File: src/rtl/hit_detect_scan.sv
// Time-multiplexed collision scanner: one bullet per clock against all targets.
// Optional enemy-bullet/player pass is built only when HIT_PLAYER_SCAN_EN is defined.
module hit_detect_scan #(
   parameter int N_ENEMY   = 15,
   parameter int N_PBULLET = 16,
   parameter int N_EBULLET = 30,
   parameter int ENEMY_W   = 32,
   parameter int ENEMY_H   = 24,
   parameter int PLAYER_W  = 32,
   parameter int PLAYER_H  = 24,
   parameter int BULLET_W  = 6,
   parameter int BULLET_H  = 20
) (
   input  logic                    i_Clk,
   input  logic                    i_Rst,
   input  logic                    i_fStart,
   input  logic [19*N_PBULLET-1:0] i_PlayerBulletPos,
   input  logic [N_PBULLET-1:0]    i_PlayerBulletState,
   input  logic [19*N_ENEMY-1:0]   i_EnemyPos,
   input  logic [N_ENEMY-1:0]      i_EnemyState,
   input  logic [19*N_EBULLET-1:0] i_EnemyBulletPos,
   input  logic [N_EBULLET-1:0]    i_EnemyBulletState,
   input  logic [18:0]             i_PlayerPos,
   input  logic                    i_PlayerState,
   output logic                    o_fBusy,
   output logic                    o_fDone,
   output logic [N_ENEMY-1:0]      o_EnemyHit,
   output logic [N_PBULLET-1:0]    o_PlayerBulletHit,
   output logic [N_EBULLET-1:0]    o_EnemyBulletHit,
   output logic                    o_fPlayerHit
);

   localparam logic [18:0] DEAD_POS = 19'h7FFFF;
   localparam int MAX_N = (N_PBULLET > N_EBULLET) ? N_PBULLET : N_EBULLET;
   localparam int IDX_W = $clog2(MAX_N + 1);

   typedef enum logic [1:0] {IDLE, SCAN_PB, SCAN_EB, DONE} state_t;

   state_t             state, stateNext;
   logic [IDX_W-1:0]   idx, idxNext;

   logic [18:0]        pbPos;
   logic               pbActive;
   logic               pbLive;
   logic               pbFound;
   logic [N_ENEMY-1:0] enemyKill;
   logic [N_PBULLET-1:0] pbConsume;

   // Widened coordinates keep x+w and y+h from wrapping at the screen edge.
   function automatic logic overlap(input logic [18:0] aPos, input logic [10:0] aW,
                                    input logic [9:0] aH, input logic [18:0] bPos,
                                    input logic [10:0] bW, input logic [9:0] bH);
      logic [10:0] ax, bx;
      logic [9:0]  ay, by;
      ax = {1'b0, aPos[18:9]};
      bx = {1'b0, bPos[18:9]};
      ay = {1'b0, aPos[8:0]};
      by = {1'b0, bPos[8:0]};
      return (ax < bx + bW) && (bx < ax + aW) && (ay < by + bH) && (by < ay + aH);
   endfunction

   always_comb begin
      stateNext = state;
      idxNext   = idx;
      case (state)
         IDLE: begin
            if (i_fStart) begin
               stateNext = SCAN_PB;
               idxNext   = '0;
            end
         end
         SCAN_PB: begin
            if (idx == IDX_W'(N_PBULLET - 1)) begin
               idxNext = '0;
`ifdef HIT_PLAYER_SCAN_EN
               stateNext = SCAN_EB;
`else
               stateNext = DONE;
`endif
            end else begin
               idxNext = idx + IDX_W'(1);
            end
         end
`ifdef HIT_PLAYER_SCAN_EN
         SCAN_EB: begin
            if (idx == IDX_W'(N_EBULLET - 1)) begin
               idxNext   = '0;
               stateNext = DONE;
            end else begin
               idxNext = idx + IDX_W'(1);
            end
         end
`endif
         DONE:    stateNext = IDLE;
         default: stateNext = IDLE;
      endcase
   end

   // Current player bullet against every enemy; lowest-numbered qualifying enemy wins.
   always_comb begin
      pbPos    = DEAD_POS;
      pbActive = 1'b0;
      for (int k = 0; k < N_PBULLET; k++) begin
         if (idx == IDX_W'(k)) begin
            pbPos    = i_PlayerBulletPos[19*k +: 19];
            pbActive = i_PlayerBulletState[k];
         end
      end
      pbLive    = pbActive && (pbPos != DEAD_POS);
      enemyKill = '0;
      pbFound   = 1'b0;
      for (int e = 0; e < N_ENEMY; e++) begin
         if (!pbFound && pbLive && i_EnemyState[e] && !o_EnemyHit[e] &&
             (i_EnemyPos[19*e +: 19] != DEAD_POS) &&
             overlap(pbPos, 11'(BULLET_W), 10'(BULLET_H),
                     i_EnemyPos[19*e +: 19], 11'(ENEMY_W), 10'(ENEMY_H))) begin
            enemyKill[e] = 1'b1;
            pbFound      = 1'b1;
         end
      end
      pbConsume = '0;
      for (int k = 0; k < N_PBULLET; k++) begin
         if (idx == IDX_W'(k)) pbConsume[k] = pbFound;
      end
   end

`ifdef HIT_PLAYER_SCAN_EN
   logic [18:0]          ebPos;
   logic                 ebActive;
   logic                 ebStrike;
   logic [N_EBULLET-1:0] ebConsume;

   always_comb begin
      ebPos    = DEAD_POS;
      ebActive = 1'b0;
      for (int k = 0; k < N_EBULLET; k++) begin
         if (idx == IDX_W'(k)) begin
            ebPos    = i_EnemyBulletPos[19*k +: 19];
            ebActive = i_EnemyBulletState[k];
         end
      end
      ebStrike = ebActive && (ebPos != DEAD_POS) && i_PlayerState &&
                 (i_PlayerPos != DEAD_POS) &&
                 overlap(ebPos, 11'(BULLET_W), 10'(BULLET_H),
                         i_PlayerPos, 11'(PLAYER_W), 10'(PLAYER_H));
      ebConsume = '0;
      for (int k = 0; k < N_EBULLET; k++) begin
         if (idx == IDX_W'(k)) ebConsume[k] = ebStrike;
      end
   end
`else
   logic unusedInputs;
   assign unusedInputs     = ^{i_EnemyBulletPos, i_EnemyBulletState, i_PlayerPos, i_PlayerState};
   assign o_EnemyBulletHit = '0;
   assign o_fPlayerHit     = 1'b0;
`endif

   always_ff @(posedge i_Clk) begin
      if (i_Rst) begin
         state             <= IDLE;
         idx               <= '0;
         o_fBusy           <= 1'b0;
         o_fDone           <= 1'b0;
         o_EnemyHit        <= '0;
         o_PlayerBulletHit <= '0;
`ifdef HIT_PLAYER_SCAN_EN
         o_EnemyBulletHit  <= '0;
         o_fPlayerHit      <= 1'b0;
`endif
      end else begin
         state   <= stateNext;
         idx     <= idxNext;
         o_fBusy <= (state == SCAN_PB) || (state == SCAN_EB);
         o_fDone <= (state == DONE);
         if ((state == IDLE) && i_fStart) begin
            o_EnemyHit        <= '0;
            o_PlayerBulletHit <= '0;
`ifdef HIT_PLAYER_SCAN_EN
            o_EnemyBulletHit  <= '0;
            o_fPlayerHit      <= 1'b0;
`endif
         end else if (state == SCAN_PB) begin
            o_EnemyHit        <= o_EnemyHit | enemyKill;
            o_PlayerBulletHit <= o_PlayerBulletHit | pbConsume;
`ifdef HIT_PLAYER_SCAN_EN
         end else if (state == SCAN_EB) begin
            o_EnemyBulletHit <= o_EnemyBulletHit | ebConsume;
            if (ebStrike) o_fPlayerHit <= 1'b1;
`endif
         end
      end
   end

endmodule

File: config.mk
export PLATFORM = sky130hd
export DESIGN_NAME = hit_detect_scan
export DESIGN_NICKNAME = d
export VERILOG_FILES = /design/src/rtl/hit_detect_scan.sv
export SDC_FILE = /design/constraint.sdc
export NUM_CORES = 1
export LEC_CHECK = 0
export ABC_CLOCK_PERIOD_IN_PS = 9820
export BUFFER_PORTS_ARGS = -buffer_cell sky130_fd_sc_hd__buf_2
export CAP_MARGIN = 20
export CORE_AREA = 2 2 507 509
export DETAILED_ROUTE_END_ITERATION = 7
export DIE_AREA = 0 0 509 511
export SKIP_CTS_REPAIR_TIMING = 1
export SYNTH_ARGS = -nofsm -noshare
export SYNTH_HDL_FRONTEND = slang
export SYNTH_SLANG_ARGS = --single-unit
File: constraint.sdc
create_clock -name i_Clk -period 9.82 [get_ports i_Clk]
set_input_delay 1.964 -clock i_Clk [delete_from_list [all_inputs] [get_ports i_Clk]]
set_output_delay 1.964 -clock i_Clk [all_outputs]
set_load 0.01 [all_outputs]
* Yosys cells after proc, flatten, opt, wreduce, memory -nomap -nowiden
Cells that the tools add are included.
** Operators by class
- $add $sub $neg :: 33
- $lt $le $gt $ge :: 60
- Equal/unequal tests :: 36
- Mux-type cells :: 83
- Bitwise logic cells :: 2
- Reductions and logical operators :: 157
** Operators with widths (count)
- $lt A10 B11 Y1 :: 30
- $mux W19 :: 16
- $ne A19 B19 Y1 const B :: 16
- $lt A9 B10 Y1 :: 30
- $add A10 B6 Y11 const B :: 15
- $add A9 B5 Y10 const B :: 16
- $logic_and A1 B1 Y1 :: 121
- $mux W1 :: 61
- $eq A5 B4 Y1 const B :: 8
- $logic_not A1 Y1 :: 29
- $eq A5 B3 Y1 const B :: 4
- $or A16 B16 Y16 :: 1
- $or A15 B15 Y15 :: 1
- $add A10 B3 Y11 const B :: 1
- $eq A5 B2 Y1 const B :: 2
- $mux W5 :: 2
- $pmux W5 S2 :: 1
- $add A5 B1 Y5 const B :: 1
- $eq A5 B1 Y1 const B :: 1
- $logic_not A5 Y1 :: 1
- $eq A2 B2 Y1 const B :: 2
- $mux W2 :: 2
- $ne A2 B2 Y1 const B :: 2
- $pmux W2 S2 :: 1
- other kinds (6) :: 7
** Storage, ports and cells
- Register bits after elaboration :: 40
- Input bits :: 1243
- Output and inout bits :: 64

* Logic depth before layout (Yosys ltp)
Gate-level depths: netlist of run 1.
- Word-level depth :: 124
- Depth in mapped cells :: 32
- Mapped depth without buffers :: 26

* Least setup slack after synthesis of run 1
No wires, ideal clock.
- Path kind :: input to register
- From :: in i_PlayerBulletPos[2]
- To :: reg o_PlayerBulletHit[12]
- Library setup time :: 69 ps
- Arrival :: 7352 ps
- Slack :: 2399 ps
- Cell stages on the path :: 23
- Path buffers :: 1
- Cell sequence :: or3_1 a21oi_1 o2111ai_1 a221oi_1 inv_1 ha_1 xnor2_1 ha_1 a21o_1 a21oi_1 nor2b_1 o21ai_0 nand2b_1 a2111oi_0 a22oi_1 a2111oi_0 o211ai_1 a211oi_1 nand2b_1 o21bai_2 o311ai_4 buf_6 o21ai_2
** On the way
- Longest elaborated chain between the ends :: 123
- Elaborated cells on any way between the ends :: 184
- Those cells by class :: add/sub (1); order compare (30); eq/ne (1); mux (32); bitwise (1); reduce/logical (119)
** Ends and longest elaborated chain
- start, declared :: RTL line 17 : input logic [19*N_PBULLET-1:0] i_PlayerBulletPos,
- $mux W19 * (16 in a row) :: RTL line 104 : if (idx == IDX_W'(k)) begin
- parallel branches: the longest is 104 deep, another holds $add A9 B5 Y10
- $mux W1 * :: RTL line 113 : if (!pbFound && pbLive && i_EnemyState[e] && !o_EnemyHit[e] &&
- $mux W1 * :: RTL line 123 : if (idx == IDX_W'(k)) pbConsume[k] = pbFound;
- $or A16 B16 Y16 * :: RTL line 184 : o_PlayerBulletHit <= o_PlayerBulletHit | pbConsume;
- end signal, assigned :: RTL line 184
- end, declared :: RTL line 28 : output logic [N_PBULLET-1:0] o_PlayerBulletHit,
Every way passes the cells marked *.
A chain may end at the register's enable or synchronous reset.

* Worst setup path after layout of run 1
- From :: reg idx[0]
- To :: reg o_EnemyHit[10]
** On the way
- Longest elaborated chain between the ends :: 95
- Elaborated cells on any way between the ends :: 205
- Those cells by class :: add/sub (2); order compare (44); eq/ne (16); mux (43); bitwise (1); reduce/logical (99)
** Ends and longest elaborated chain
- start, declared :: RTL line 40 : logic [IDX_W-1:0] idx, idxNext;
- start signal, assigned :: RTL line 172 : idx <= idxNext;
- $logic_not A5 Y1 :: RTL line 104
- $mux W19 (16 in a row) :: RTL line 104
- $add A10 B3 Y11 or $ne A19 B19 Y1 (tied branches) :: RTL line 59, 109
- $lt A10 B11 Y1 or $logic_and A1 B1 Y1 (tied branches) :: RTL line 59, 109
- $logic_and A1 B1 Y1, on equally long branches (3 in a row) :: RTL line 59, 113
- $logic_and A1 B1 Y1 :: RTL line 114 : (i_EnemyPos[19*e +: 19] != DEAD_POS) &&
- $mux W1 :: RTL line 113
- $logic_not A1 Y1 :: RTL line 113
- [56 not listed]
- $logic_and A1 B1 Y1 (4 in a row) :: RTL line 113
- $logic_and A1 B1 Y1 :: RTL line 114
- $mux W1 :: RTL line 113
- $logic_not A1 Y1 :: RTL line 113
- $logic_and A1 B1 Y1 (4 in a row) :: RTL line 113
- $logic_and A1 B1 Y1 * :: RTL line 114
- $mux W1 * :: RTL line 113
- $or A15 B15 Y15 * :: RTL line 183 : o_EnemyHit <= o_EnemyHit | enemyKill;
- end signal, assigned :: RTL line 183
- end, declared :: RTL line 27 : output logic [N_ENEMY-1:0] o_EnemyHit,
Mark *: on every way between the ends. The rest lies on a longest branch, timed or not.

==> results.json, run 1 <==
{
  "outcome": "finished clean",
  "grt_pass1_vias": 25200,
  "hp-class": "flip-flop to flip-flop",
  "grt_first_pass_wirelength_mm": 227,
  "endpoint_kind": "flip-flop",
  "fp-row-count": 186,
  "yosysWarnings": 0,
  "critPathRequiredTime_ns": 10.03,
  "ys_seq_area_frac": 0.0381,
  "start_util": 0.0823,
  "critical_path.max_fanout": 38,
  "clock_latency_ns": 0.34,
  "nets": 5212,
  "cp.arrival_ns": 9.18,
  "yosysUniqueCellTypes": 116,
  "die_h_um": 511,
  "dr.first_iter.drc_count": 2037,
  "drc": 0,
  "routed_wirelength_mm": 176,
  "synth_edf_count": 0,
  "ir_drop_uv": 80.7,
  "place.gp.congestion": 1.04,
  "r2r-start": "idx[0]$_SDFFE_PP0P_",
  "post-route-util": 0.115,
  "synthFlopType": "dfxtp_1",
  "overflow": 0,
  "whs_ns": 0.453,
  "hold_start": "o_PlayerBulletHit[5]$_SDFFE_PP0P_",
  "setup_ws_ns": 0.850,
  "final.fill_count": 29800,
  "p_leak_nw": 12.7,
  "cts_max_level": 2,
  "antenna_found_initial": 171,
  "multiInputGateArea_um2": 19100,
  "area_delta_synth_final_pct": 39.4,
  "track_usage": 0.129,
  "drive_above_1_share": 0.252,
  "synthesis.area_um2": 21000,
  "setup_viol": 0,
  "startpoint": "idx[0]$_SDFFE_PP0P_",
  "syn_area_per_cell_um2": 7.56,
  "cts.clk_slew.worst_paths_ns": 0.08,
  "finalSetupTns_ns": 0,
  "dpl.hpwl_mm": 155,
  "ys_ff_latch": 40,
  "die_w_um": 509,
  "placed_cells": 6825,
  "grt_max_degree": 48,
  "period_share": 0.913,
  "startpoint_type": "flip-flop",
  "dieArea_um2": 260000,
  "maxCapViolCount": 0,
  "rsz0062_at_grt": "no",
  "routed-via-count": 26600,
  "final-seq-area_um2": 802,
  "numPortBuffers": 655,
  "timing.final.crit_period_ns": 8.97,
  "fmax_ghz": 0.111,
  "clockBufferDepth": 2,
  "async_reset_ff_frac": 0,
  "tritoncts": "done",
  "syn_inst": 2781,
  "finalHoldViolCount": 0,
  "place_ws_ns": 0.919,
  "path_class": "flip-flop to flip-flop",
  "core_um2": 255000,
  "relSlewSlack": 0.253,
  "ant_nets": 0,
  "final.setup_skew_ns": 0.00524,
  "cts_sinks": 40,
  "routed_via_density": 3.85,
  "numCtsBuffers": 5,
  "wire_per_inst_um": 25.4,
  "pin_count": 1307,
  "finalNonFillerCells": 6907,
  "root_buffer": "clkbuf_16",
  "dr.pass1.iters": 5,
  "pwr_density_cell_nw_per_um2": 111,
  "drv_slew": 0,
  "max_slew.worst_pin.slew_ns": 1.11
}
==> power breakdown <==
group | switching [W] | internal (W)
logic | 0.00182 | 0.00105
registers | 0.00000437 | 0.000166
clock network | 0.000102 | 0.000122
==> Yosys cell counts (11+ instances only) <==
cell type	number	area share
buf_4	50	0.018
inv_1	209	0.037
nor3b_1	13	0.0046
o211ai_1	34	0.012
a21oi_1	219	0.052
dfxtp_1	40	0.038
o31ai_1	14	0.0050
xnor2_1	41	0.017
nand3_1	96	0.023
nor2_1	164	0.029
nand4_1	97	0.029
clkbuf_1	28	0.0050
a2111oi_0	19	0.0079
ha_1	520	0.31
nand2b_1	41	0.012
o2111ai_1	51	0.021
a211oi_1	30	0.011
nor4_1	14	0.0042
a21o_1	79	0.028
o221ai_1	28	0.012
o21a_1	44	0.016
and3_1	25	0.0074
a31oi_1	26	0.0077
o22ai_1	33	0.0098
o21ai_0	175	0.042
a22oi_1	11	0.0039
nor2b_1	53	0.016
nand2_1	135	0.024
xor2_1	77	0.032
nor3_1	55	0.013
buf_2	36	0.0086
or3_1	28	0.0083
a221o_1	12	0.0057
==> state kept, by name, summed over array words and instances, names as in the netlist <==
signal             cells
o_fDone                1
o_PlayerBulletHit     16
idx                    5
o_EnemyHit            15
state                  2
o_fBusy                1
==> path summary, 6_finish.rpt <==
check,end,slack (ns),cells after the start
worst min register to register,o_PlayerBulletHit[5]$_SDFFE_PP0P_,0.45,2
worst min-delay path,o_PlayerBulletHit[5]$_SDFFE_PP0P_,0.45,2
worst max-delay path,o_EnemyHit[10]$_SDFFE_PP0P_,0.85,27
worst max register to register,o_EnemyHit[10]$_SDFFE_PP0P_,0.85,27
==> layout make-up <==
class | count | area share
well taps | 3384 | 0.145
flip-flops and latches | 40 | 0.0274
multi-input cells | 2438 | 0.652
clock inverters | 3 | 0.00158
clock buffers | 5 | 0.00427
repair buffers | 755 | 0.138
diodes | 73 | 0.00624
inverters | 209 | 0.0268
==> cell usage in the layout (no fill, tap or decap), drive strengths merged, types with 31 or more instances in the layout <==
cell       n
xor2      78
nor2     168
nor3      56
conb      31
nand4     98
o21ai    189
o22ai     34
nand3     98
xnor2     41
dfxtp     40
a211oi    32
buf      754
nand2    136
a21o      79
ha       520
o2111ai   51
o21a      44
diode     73
nand2b    43
inv      210
o211ai    34
a21oi    219
nor2b     53
==> cell families after synthesis <==
| logic type | synth area share |
|---|---|
| buffers and inverters | 0.0731 |
| flip-flops | 0.0381 |
| other | 0.000178 |
| AO/OA/AOI/OAI | 0.305 |
| adder cells (fa/ha/maj) | 0.313 |
| multiplexers | 0.00244 |
| XOR/XNOR | 0.0505 |
| AND/OR/NAND/NOR | 0.218 |
==> routing by layer <==
| layer | vias to the layer above | GRT usage | part of all wire |
|---|---|---|---|
| met4 | 52 | 0.0774 | 0.076 |
| met5 | - | 0 | 0.0019 |
| li1 | 12000 | - | - |
| met3 | 512 | 0.0302 | 0.076 |
| met2 | 1520 | 0.219 | 0.46 |
| met1 | 12500 | 0.147 | 0.39 |
==> worst max-delay path, stage by stage, from the launching register on <==
cell       delay (ns)
dfxtp_1          0.37
inv_1            0.11
ha_2             0.38
buf_4            0.48
nand4bb_1        0.73
nand2b_2         0.63
o22ai_1          0.23
a211oi_1         0.08
a221oi_1         0.52
buf_4            0.25
inv_2            0.18
ha_1             0.37
nand2b_1         0.21
nand2_1          0.16
xor2_4           0.17
ha_1             0.26
nor2b_1          0.13
o21ai_0          0.14
nand2b_1         0.09
a2111oi_0        0.42
a22oi_1          0.27
a2111oi_0        0.62
o211ai_1         0.17
a211oi_1         0.45
nand2b_1         0.43
o21bai_2         0.33
or2_1            0.46
o21ai_0          0.15
==> through the flow <==
| step | cell area, µm² | power [W] |
|---|---|---|
| floorplan | 21100 | 0.00176 |
| global placement | 28900 | 0.00301 |
| detailed placement | 28900 | 0.00305 |
| CTS | 29100 | 0.00330 |
| global route | 29200 | 0.00359 |
| finish | 29300 | 0.00326 |
Power figures use the tool's default switching activity.
==> run 2, diff against run 1 <==
- CELL_PAD_IN_SITES_DETAIL_PLACEMENT: default -> 0
- CELL_PAD_IN_SITES_GLOBAL_PLACEMENT: default -> 2
- CORE_AREA: 2 2 507 509 -> 2 2 503 505
- DIE_AREA: 0 0 509 511 -> 0 0 505 507
- PLACE_DENSITY_LB_ADDON: default -> 0.1
==> run 2 against run 1 <==
Effect of this change:
- maximum frequency rose by 3.5%
- register-to-register slack improved by 0.68 ns
- cell count barely moved
- sequential share of layout area barely moved
- clock power barely moved
- non-clock buffer count rose by 36
- routed wire length rose by 20%
- via count fell by 2.5%
- sequential power barely moved
- global-route usage rose by 3.0 points
- clock-buffer cell count rose by 1
- critical path depth fell by 3
- critical path type is now input port to flip-flop
- highest routed layer unchanged
==> results.json, run 2 (synthesis results as in run 1) <==
{
  "wire_per_inst_um": 30.5,
  "fmax_ghz": 0.115,
  "reg2regPathDepth": 29,
  "min_to": "o_PlayerBulletHit[15]$_SDFFE_PP0P_",
  "routed_wirelength_mm": 210,
  "critPathRequiredTime_ns": 10.06,
  "tritoncts": "done",
  "numPortBuffers": 655,
  "startpoint_type": "input port",
  "clockBufferDepth": 2,
  "grt_first_pass_wirelength_mm": 273,
  "multiInputGateArea_um2": 19100,
  "critical_path.max_fanout": 15,
  "reg2reg_slack_ns": 1.53,
  "finalHoldViolCount": 0,
  "hold_start": "o_PlayerBulletHit[15]$_SDFFE_PP0P_",
  "r2r-start": "idx[0]$_SDFFE_PP0P_",
  "final-seq-area_um2": 803,
  "path_class": "input port to flip-flop",
  "r2r-end": "o_PlayerBulletHit[3]$_SDFFE_PP0P_",
  "routed-via-count": 26000,
  "cts_sinks": 40,
  "numCtsBuffers": 5,
  "final_common_cell": "buf_2",
  "period_share": 0.883,
  "pwr_density_cell_nw_per_um2": 118,
  "overflow": 0,
  "total_power_w": 0.00349,
  "crit_buf_inv": 3,
  "relSlewSlack": 0.233,
  "root_buffer": "clkbuf_16",
  "slowest_stage": "a221oi_2",
  "final.fill_count": 29500,
  "rsz0062_at_grt": "no",
  "p_leak_nw": 12.9,
  "nets": 5248,
  "final_cell_mix": "buf_2, ha_1, a21oi_1, inv_1, o21ai_0",
  "antenna_found_initial": 183,
  "core_um2": 250000,
  "hp-class": "flip-flop to flip-flop",
  "dpl.hpwl_mm": 182,
  "timing.final.crit_period_ns": 8.67,
  "pin_count": 1307,
  "ir_drop_uv": 75.5,
  "place.gp.congestion": 0.860,
  "fp-row-count": 184,
  "finalSetupTns_ns": 0,
  "slowest_delay_ns": 0.86,
  "crit_chain": "buf_2, nand2b_1, o311a_1, a211oi_1, o221ai_1, a221oi_2, o21ai_1, xnor2_2, ha_1, a21oi_1, nor2b_1, o21ai_0, nand2b_1, a2111oi_0, a22oi_1, a2111oi_0, o211ai_1, a211oi_1, buf_4, nand2b_1, o21bai_2, o311ai_4, buf_12, o21ai_0",
  "post_dp_cell_area_um2": 29200,
  "cp.arrival_ns": 8.91,
  "path_common_cell": "nand2b_1",
  "grt_max_degree": 45,
  "drc": 0,
  "endpoint_kind": "flip-flop",
  "dieArea_um2": 256000,
  "clock_latency_ns": 0.33,
  "die_h_um": 507,
  "cts_max_level": 2,
  "outcome": "finished clean",
  "dr.first_iter.drc_count": 1325,
  "cp_top_family": "compound AO/OA/AOI/OAI gates",
  "drv_slew": 0,
  "maxCapViolCount": 0,
  "drive_above_1_share": 0.261,
  "die_w_um": 505,
  "setup_viol": 0,
  "final.setup_skew_ns": 0.0176,
  "start_util": 0.0839,
  "ant_nets": 0,
  "fin_area_um2": 29600,
  "cts.clk_slew.worst_paths_ns": 0.07,
  "grt_pass1_vias": 27300,
  "dr.pass1.iters": 5,
  "routed_via_density": 3.76,
  "min_path_cells": 2,
  "area_delta_synth_final_pct": 40.7,
  "largest_reg_flops": 16,
  "track_usage": 0.159,
  "max_slew.worst_pin.slew_ns": 1.15,
  "largest-register": "o_PlayerBulletHit",
  "reg.largest.list": "o_PlayerBulletHit x16, o_EnemyHit x15, idx x5"
}
==> run 2: cell types whose count changed in the layout (fill, tap and decap cells not counted), sizes merged <==
cell      change
buf          +37
diode         -5
clkinv        +1
clkinvlp      -1
inv           -1
==> run 2: power by group <==
group / leakage, nW / total (W) / switching, W / internal (W)
sequential: 0.324 / 0.000170 / 0.00000460 / 0.000166
clock: 0.0875 / 0.000226 / 0.0000973 / 0.000128
combinational: 12.5 / 0.00309 / 0.00200 / 0.00109
total: 12.9 / 0.00349 / 0.00211 / 0.00138
==> run 2: worst max path at each step <==
| stage | slack [ns] | cells past startpoint | start | end |
|---|---|---|---|---|
| global route | 0.69 | 24 | i_PlayerBulletPos[23] | o_PlayerBulletHit[3]$_SDFFE_PP0P_ |
| detailed placement | 0.64 | 24 | i_PlayerBulletPos[23] | o_PlayerBulletHit[4]$_SDFFE_PP0P_ |
| CTS | 0.97 | 24 | i_PlayerBulletPos[23] | o_PlayerBulletHit[3]$_SDFFE_PP0P_ |
| finish | 1.15 | 24 | i_PlayerBulletPos[23] | o_PlayerBulletHit[3]$_SDFFE_PP0P_ |
| floorplan | 2.40 | 23 | i_PlayerBulletPos[2] | o_PlayerBulletHit[12]$_SDFFE_PP0P_ |
| global placement | 0.62 | 22 | i_PlayerBulletPos[23] | o_PlayerBulletHit[3]$_SDFFE_PP0P_ |
==> run 2: worst reg2reg max path, delay by kind of cell (launching register included) <==
family,cells,cell delay [ns]
compound gates,12,4.02
simple gates,7,1.43
buf+inv,6,1.12
fa+ha+maj,3,0.98
flops,1,0.46
xor+xnor,1,0.22
==> run 2: cell type report <==
type | instances | area share
Inverter | 209 | 0.0265
Clock buffer | 6 | 0.00470
Antenna cell | 68 | 0.00576
Timing Repair Buffer | 791 | 0.147
Tap cell | 3348 | 0.142
Sequential cell | 40 | 0.0272
Multi-Input combinational cell | 2438 | 0.646
Clock inverter | 2 | 0.00131
==> run 2: per-layer routing <==
metal / part of all wire / vias up / global-route usage
met5: 0.0043 / - / 0
li1: - / 12200 / -
met1: 0.44 / 12400 / 0.203
met2: 0.45 / 965 / 0.261
met4: 0.027 / 144 / 0.0355
met3: 0.078 / 255 / 0.0489
==> run 2: stage by stage <==
step | setup WS (ns) | std cells | hold WS (ns) | utilization
after floorplan | 2.40 | 2811 | 0.477 | -
after global placement | 0.623 | 6826 | 0.433 | 0.117
after detailed placement | 0.639 | 6826 | 0.440 | 0.117
after CTS | 0.966 | 6834 | 0.463 | 0.117
after global routing | 0.687 | 6859 | 0.479 | 0.118
final | 1.15 | 6902 | 0.459 | 0.118
